### src/rtl/regfile_pkg.sv
// Shared definitions for the multi-port register file.
//   XLEN_D / NREGS_D : default data width and register count
//   AW_D             : address width for the default register count
//   reg_addr_t       : register address type at the default width
//   is_zero_reg()    : true when an address selects the hard-wired zero entry
package regfile_pkg;

  localparam int unsigned XLEN_D  = 32;
  localparam int unsigned NREGS_D = 32;
  localparam int unsigned AW_D    = $clog2(NREGS_D);

  typedef logic [AW_D-1:0] reg_addr_t;

  // Takes a zero-extended address so it serves any parametrised width up to 32 bits.
  function automatic logic is_zero_reg(input logic [31:0] addr);
    return (addr == 32'd0);
  endfunction

endpackage

### src/rtl/regfile_scoreboard.sv
// Pending-write scoreboard: one bit per architectural register, set when a producer
// issues and cleared when its result is written back.
// Ports:
//   clk       rising-edge clock
//   rst       synchronous active-high reset, clears every bit
//   wr_en     write enable per write port (writeback clears the bit)
//   wr_addr   write addresses, port j at [j*AW +: AW]
//   iss_en    issue strobe, sets the bit of iss_addr
//   iss_addr  destination register of the issued instruction
//   sb_flush  clears every bit (pipeline flush), wins over issue
//   busy_vec  current scoreboard, bit 0 always 0
module regfile_scoreboard
  import regfile_pkg::*;
#(
  parameter int unsigned NREGS = NREGS_D,
  parameter int unsigned NW    = 1,
  localparam int unsigned AW   = $clog2(NREGS)
) (
  input  logic             clk,
  input  logic             rst,
  input  logic [NW-1:0]    wr_en,
  input  logic [NW*AW-1:0] wr_addr,
  input  logic             iss_en,
  input  logic [AW-1:0]    iss_addr,
  input  logic             sb_flush,
  output logic [NREGS-1:0] busy_vec
);

  logic [NREGS-1:0] r_busy;
  logic [NREGS-1:0] w_busy_d;

  always_comb begin
    w_busy_d = r_busy;
    if (sb_flush) begin
      w_busy_d = '0;
    end else begin
      for (int j = 0; j < NW; j++) begin
        if (wr_en[j]) begin
          w_busy_d[wr_addr[j*AW +: AW]] = 1'b0;
        end
      end
      // Set after clear: a same-cycle issue means a newer producer is still pending.
      if (iss_en) begin
        w_busy_d[iss_addr] = 1'b1;
      end
    end
    w_busy_d[0] = 1'b0;
  end

  always_ff @(posedge clk) begin
    if (rst) begin
      r_busy <= '0;
    end else begin
      r_busy <= w_busy_d;
    end
  end

  assign busy_vec = r_busy;

endmodule

### src/rtl/regfile_mp.sv
// Multi-port integer register file with NR combinational read ports, NW write ports
// and a per-register pending-write scoreboard. Entry 0 reads as zero.
// Optional feature macro: REGFILE_BYPASS_EN enables write-through forwarding from
// the write ports to the read ports in the same cycle.
// Ports:
//   clk       rising-edge clock
//   rst       synchronous active-high reset (data and scoreboard)
//   rd_addr   read addresses, port k at [k*AW +: AW]
//   rd_data   read data, port k at [k*XLEN +: XLEN]
//   rd_busy   scoreboard bit for each read address
//   wr_en     write enable per write port
//   wr_addr   write addresses, port j at [j*AW +: AW]
//   wr_data   write data, port j at [j*XLEN +: XLEN]
//   iss_en    issue strobe, marks iss_addr pending
//   iss_addr  destination register of the issued instruction
//   sb_flush  clear the whole scoreboard
//   busy_vec  full scoreboard vector
module regfile_mp
  import regfile_pkg::*;
#(
  parameter int unsigned XLEN  = XLEN_D,
  parameter int unsigned NREGS = NREGS_D,
  parameter int unsigned NR    = 2,
  parameter int unsigned NW    = 1,
  localparam int unsigned AW   = $clog2(NREGS)
) (
  input  logic               clk,
  input  logic               rst,
  input  logic [NR*AW-1:0]   rd_addr,
  output logic [NR*XLEN-1:0] rd_data,
  output logic [NR-1:0]      rd_busy,
  input  logic [NW-1:0]      wr_en,
  input  logic [NW*AW-1:0]   wr_addr,
  input  logic [NW*XLEN-1:0] wr_data,
  input  logic               iss_en,
  input  logic [AW-1:0]      iss_addr,
  input  logic               sb_flush,
  output logic [NREGS-1:0]   busy_vec
);

  logic [XLEN-1:0]  r_regs [NREGS];
  logic [NREGS-1:0] w_busy_vec;

  regfile_scoreboard #(
    .NREGS (NREGS),
    .NW    (NW)
  ) u_scoreboard (
    .clk      (clk),
    .rst      (rst),
    .wr_en    (wr_en),
    .wr_addr  (wr_addr),
    .iss_en   (iss_en),
    .iss_addr (iss_addr),
    .sb_flush (sb_flush),
    .busy_vec (w_busy_vec)
  );

  assign busy_vec = w_busy_vec;

  // Later ports overwrite earlier ones in loop order, so the highest index wins.
  always_ff @(posedge clk) begin
    if (rst) begin
      for (int i = 0; i < NREGS; i++) begin
        r_regs[i] <= '0;
      end
    end else begin
      for (int j = 0; j < NW; j++) begin
        if (wr_en[j] && !is_zero_reg(32'(wr_addr[j*AW +: AW]))) begin
          r_regs[wr_addr[j*AW +: AW]] <= wr_data[j*XLEN +: XLEN];
        end
      end
    end
  end

  always_comb begin
    logic [AW-1:0]   w_a;
    logic [XLEN-1:0] w_d;
    logic            w_b;
`ifdef REGFILE_BYPASS_EN
    logic            w_fwd;
`endif
    rd_data = '0;
    rd_busy = '0;
    for (int k = 0; k < NR; k++) begin
      w_a = rd_addr[k*AW +: AW];
      w_d = r_regs[w_a];
      w_b = w_busy_vec[w_a];
`ifdef REGFILE_BYPASS_EN
      w_fwd = 1'b0;
      for (int j = 0; j < NW; j++) begin
        if (wr_en[j] && (wr_addr[j*AW +: AW] == w_a)) begin
          w_d   = wr_data[j*XLEN +: XLEN];
          w_fwd = 1'b1;
        end
      end
      // Forwarded data is no longer pending, unless a newer producer issues now.
      if (w_fwd && !(iss_en && (iss_addr == w_a))) begin
        w_b = 1'b0;
      end
`endif
      if (is_zero_reg(32'(w_a))) begin
        w_d = '0;
        w_b = 1'b0;
      end
      rd_data[k*XLEN +: XLEN] = w_d;
      rd_busy[k]              = w_b;
    end
  end

endmodule

### config.mk
export PLATFORM = sky130hd
export DESIGN_NAME = regfile_mp
export DESIGN_NICKNAME = d
export VERILOG_FILES = /design/src/rtl/regfile_pkg.sv /design/src/rtl/regfile_scoreboard.sv /design/src/rtl/regfile_mp.sv
export SDC_FILE = /design/constraint.sdc
export NUM_CORES = 2
export LEC_CHECK = 0
export BUFFER_PORTS_ARGS = -buffer_cell sky130_fd_sc_hd__buf_4
export CAP_MARGIN = 25
export CORE_UTILIZATION = 30
export CTS_BUF_LIST = sky130_fd_sc_hd__clkbuf_4 sky130_fd_sc_hd__clkbuf_8
export DETAILED_ROUTE_END_ITERATION = 12
export PLACE_DENSITY_LB_ADDON = 0.3
export SLEW_MARGIN = 20
export SYNTH_ARGS = -nofsm -noshare
export SYNTH_HDL_FRONTEND = slang
export SYNTH_SLANG_ARGS = --single-unit
### constraint.sdc
create_clock -name clk -period 3.44 [get_ports clk]
set_input_delay 0.688 -clock clk [delete_from_list [all_inputs] [get_ports clk]]
set_output_delay 0.688 -clock clk [all_outputs]
set_load 0.01 [all_outputs]
; ---- Yosys cells after proc, flatten, opt, wreduce, memory -nomap -nowiden
; Memories as Yosys holds them, arrays and structs flattened.
; Index checks and enable logic that the tools add are counted.
[totals]
mem_count = 1
in_bits = 57
out_inout_bits = 98
ram_bits = 1024
ff_bits = 32
elab_cells = 44
[classes]
n_reduce_logical = 9
n_mux = 23
n_lt_le_gt_ge = 6
bitwise_logic = 3
[mem_list]
columns = memory, words, width, read_ports, rd_clocked_by_memory_dff, write_ports, line
row1 = r_regs, 32, 32, 2, 0, 32, regfile_mp.sv:41  ; logic [XLEN-1:0] r_regs [NREGS];
[ops]
columns = op, count
row1 = 32-bit 2-to-1 mux, 6
row2 = 32-bit bitwise AND, 1
row3 = 32-bit inverter, 1
row4 = 32-bit bitwise OR, 1
row5 = 32-bit OR reduction, 1
row6 = "5-bit by 6-bit less-than comparator with 1-bit output, second input constant", 4
row7 = 5-bit logical NOT, 3
row8 = 1-bit 2-to-1 mux, 12
row9 = 1-bit binary-select mux with 5-bit select, 2
row10 = 1-bit demux with 5-bit select, 2
row11 = "5-bit by 1-bit greater-or-equal comparator with 1-bit output, second input constant", 2
row12 = 5-bit 2-to-1 mux, 1
row13 = 1-bit logical AND, 3
row14 = 2-bit OR reduction, 1
row15 = 1-bit logical NOT, 1

; ---- Depth between registers and ports, before layout
[logic_depth]
ltp_word = 10
depth_mapped = 8
depth_no_buf = 4

; ---- By module
; A second synthesis with hierarchy kept.
[hier_totals]
cells_unflattened = 3820
area_unflattened_um2 = 56325.3
[by_module_without_submodules]
columns = module, n_inst, area_per_inst_um2, seq_area_each_um2, cells_each
row1 = regfile_mp, 1, 54997.7, 30749.5, 3690
row2 = regfile_scoreboard, 1, 1327.5, 620.6, 130

; ---- Least setup slack after synthesis
; Ideal clock, no wire load.
[synth_path]
path_type = input -> register
startpoint = input wr_addr[0]
endpoint = memory r_regs[4][0] (netlist name), enable pin
setup_slack_ps = 488
arrival_ps = 2524
path_stages = 3
path_cell_list = nor2_1 > nand2_1 > o21bai_1
[synth_lines]
columns = element, line
row1 = from (decl), regfile_mp.sv:33  ; input logic [NW*AW-1:0] wr_addr,
row2 = to (decl), regfile_mp.sv:41

; ---- Final worst setup path
[layout_path]
startpoint = input rd_addr[1]
endpoint = output rd_data[26]
[layout_between]
elab_chain_len = 2
[layout_lines]
columns = element, line
row1 = from (decl), regfile_mp.sv:29  ; input logic [NR*AW-1:0] rd_addr,
row2 = memory read 32 x 32 bit / 5-bit logical NOT (equally long branches), -
row3 = 32-bit 2-to-1 mux (*), regfile_mp.sv:101  ; if (is_zero_reg(32'(w_a))) begin
row4 = to (decl), regfile_mp.sv:30  ; output logic [NR*XLEN-1:0] rd_data,
; Mark *: on every way between the ends. The rest lies on a longest branch, timed or not.

==> impl_metrics.csv <==
group,metric,value,unit
status,outcome,"complete, but fails checks",
status,violations,"negative setup slack",
pwr,power_frac_comb,14.8,%
critical_path,cp_data_arrival_time,2.84,ns
clocking,cts_buffers,180,
place,portBuffers,153,
routing,avgViaCountPerCell,5.60,
min_path,hp-class,"primary input to register",
clocking,clock_path_buffers,3,
sta,slew_headroom,36.1,%
yosys,synthDistinctLibCells,46,
pwr,p_leak,24.0,nW
pwr,p_sw,8.33,mW
yosys,async_reset_ff_share,0,%
pwr,swShare,26.8,%
clocking,cts_tree,"built",
pwr,p_int,22.8,mW
pwr,pwr-share-seq,48.7,%
routing,drtPass1Iterations,7,
critical_path,crit_fanout,18,
sta,tightestPinTransition,0.956,ns
sta,setup_viol,2,
yosys,synthCells,3813,
pwr,ir_worst_vdd,0.290,mV
pwr,total_power,31.1,mW
sta,rsz0062_at_grt,"true",
floorplanning,io_pins,155,
global_route,antenna_found_initial,32,
cells_and_area,final.fill_count,17793,
clocking,cts_root_buffer,"clkbuf_8",
critical_path,crit_buf_inv,6,
floorplanning,dieArea,0.192,sq mm
yosys,synthTopCellsByArea,"edfxtp_1 54%, mux4_2 16%, and2_1 11%",
cells_and_area,nets,4282,
floorplanning,core,0.188,sq mm
yosys,yosysWarnings,0,
yosys,ys_ff_latch,1055,
clocking,h-tree-depth,4,
routing,drc,0,
routing,vias,38468,
global_route,grt_use_total,22.9,%
floorplanning,die_x,438,um
cells_and_area,area.growth.synth_to_final,20.0,%
yosys,synth_area_per_cell,15.0,sq um
flow_run,cap_violations,0,
critical_path,cpMaxStageDelayCell,"a311oi_1",
yosys,synth_edf_count,1024,
place,place_congestion,0.890,
critical_path,slowest_delay,0.56,ns
place,hpwl,144000,um
critical_path,end_kind,"primary output",
yosys,synth_top_area_share,53.8,%
global_route,grt_max_degree,65,
sta,timing.final.crit_share,103,%
critical_path,cp-start-kind,"primary input",
yosys,synth.largest_area_cell,"edfxtp_1",
critical_path,path_class,"primary input to primary output",
routing,drtAntennaViolNets,0,
routing,finalWirelength,224000,um
floorplanning,dieHeight,438,um
clocking,insertion_delay,0.93,ns
floorplanning,num_rows,159,
critical_path,crit_family,"buffers and inverters",
critical_path,crit_required,2.75,ns
cells_and_area,drive_above_1_share,36.7,%
yosys,synth_ff_type,"edfxtp_1",
global_route,grt-ovfl-total,0,
global_route,grt_pass1_wl,306000,um
routing,drtIter0Drc,5017,
sta,worst_slack,-0.0914,ns
critical_path,crit_chain,"buf_16 -> buf_16 -> buf_12 -> buf_4 -> mux4_2 -> nor2b_1 -> a211oi_2 -> buf_4 -> a311oi_1 -> buf_4",
sta,fin_worst_skew,0,ns
pwr,power.share.clock,36.5,%
yosys,ys_seq_area_share,54.9,%
routing,drt-wirelength-per-cell,32.6,um
sta,fin_crit,3.53,ns
critical_path,crit_top_cell,"buf_4",
cells_and_area,final_cell_mix,"1024 x edfxtp_1, 992 x and2_1, 496 x buf_4, 416 x mux4_2, 188 x clkbuf_8",
pwr,power.density,454,mW/mm^2
sta,hold_viol_final,0,
place,dp_slack,-0.441,ns
clocking,clock_sinks,1055,
sta,drv_slew,0,
cells_and_area,layout_commonest_cell,"edfxtp_1",
global_route,first_global_vias,38659,
sta,fmax,283,MHz
clocking,cts.clk_slew.worst_paths,0.06,ns
yosys,syn-cell-area,0.0571,sq mm
floorplanning,initial_core_util,30.3,%
## power by group through the flow
stage | clock network, mW | registers [mW] | logic, mW
final | 11.4 | 15.1 | 4.62
after global routing | 12.0 | 15.2 | 4.77
after CTS | 11.5 | 15.1 | 4.53
after detailed placement | 0 | 15.4 | 4.39
after global placement | 0 | 15.3 | 4.38
after floorplan | 0 | 15.2 | 2.38
## kinds of logic after synthesis
kind of cell	share of synthesized area, %
buffers and inverters	3.91
other	0.00657
AND/OR/NAND/NOR	13.2
AO/OA/AOI/OAI	5.82
multiplexers	22.2
flip-flops	54.9
## registers in the layout (all words and copies together), names as in the netlist
| register | cells |
|---|---|
| u_scoreboard.busy_vec | 31 |
| r_regs | 1024 |
## Yosys cell counts, types with 4 or more instances
cell,n
mux4_1,56
a211oi_1,64
nand3b_1,5
nand2_1,72
nor2_2,7
nor2b_1,67
mux2_2,68
mux2i_1,132
edfxtp_1,1024
buf_2,89
and2_1,994
o2111ai_1,17
buf_1,4
buf_4,37
a21oi_1,33
buf_6,53
a221oi_1,6
or2_2,31
o21ai_0,90
nand2b_1,4
nor3b_1,4
a311oi_1,66
dfxtp_1,31
a22oi_1,66
a221oi_2,43
mux4_2,404
nor2_1,35
clkbuf_1,227
o21ai_1,56
## path summary, 6_finish.rpt
| kind | cells after the start | end | slack (ns) | from |
|---|---|---|---|---|
| worst max-delay path | 10 | rd_data[26] | -0.09 | rd_addr[1] |
| worst min-delay path | 4 | u_scoreboard.busy_vec[2] | 0.14 | iss_addr[2] |
| worst max register to register | 2 | u_scoreboard.busy_vec[17] | 2.52 | u_scoreboard.busy_vec[17] |
| worst min register to register | 2 | u_scoreboard.busy_vec[10] | 0.52 | u_scoreboard.busy_vec[10] |
## layer usage
layer / track usage [%] / vias up / wire [um]
met2: 36.4 / 2246 / 105000
met4: 10.7 / 6 / 10200
met5: 0 / - / 37
met3: 5.18 / 439 / 21700
met1: 29.6 / 20184 / 87400
li1: - / 15593 / -
## worst min-delay path: stages
cell     delay (ns)
buf_4          0.13
nor3_1         0.08
nand2_1        0.07
a21oi_1        0.05
## per-stage QoR
stage	instances	hold WS (ns)	util [%]	area [sq um]	setup TNS, ns
final	6864	0.137	36.4	68500	-0.123
after global routing	6860	0.123	36.4	68500	-0.340
after CTS	6837	0.0521	36.1	68100	-0.710
after detailed placement	6526	0.505	34.0	64100	-5.05
after global placement	6526	0.509	34.0	64100	-5.18
after floorplan	3845	0.514	-	57200	0
## area by class of cell
class                   instances  area [sq um]  share of cell area [%]
flip-flops and latches       1055         31400                    45.8
multi-input cells            2375         24600                    35.9
repair buffers                611          5980                    8.72
well taps                    2495          3120                    4.56
clock buffers                 251          3060                    4.47
clock inverters                62           362                   0.528
diodes                         13          32.5                  0.0475
inverters                       2          12.5                  0.0183
## timing repair
action	CTS	global route
resized for setup	158	55
cloned	2	2
endpoints found under the setup margin	59	40
setup buffers	9	14
hold buffers	0	0
pin swaps	24	6
No activity file was read; power rests on OpenSTA's default activity.
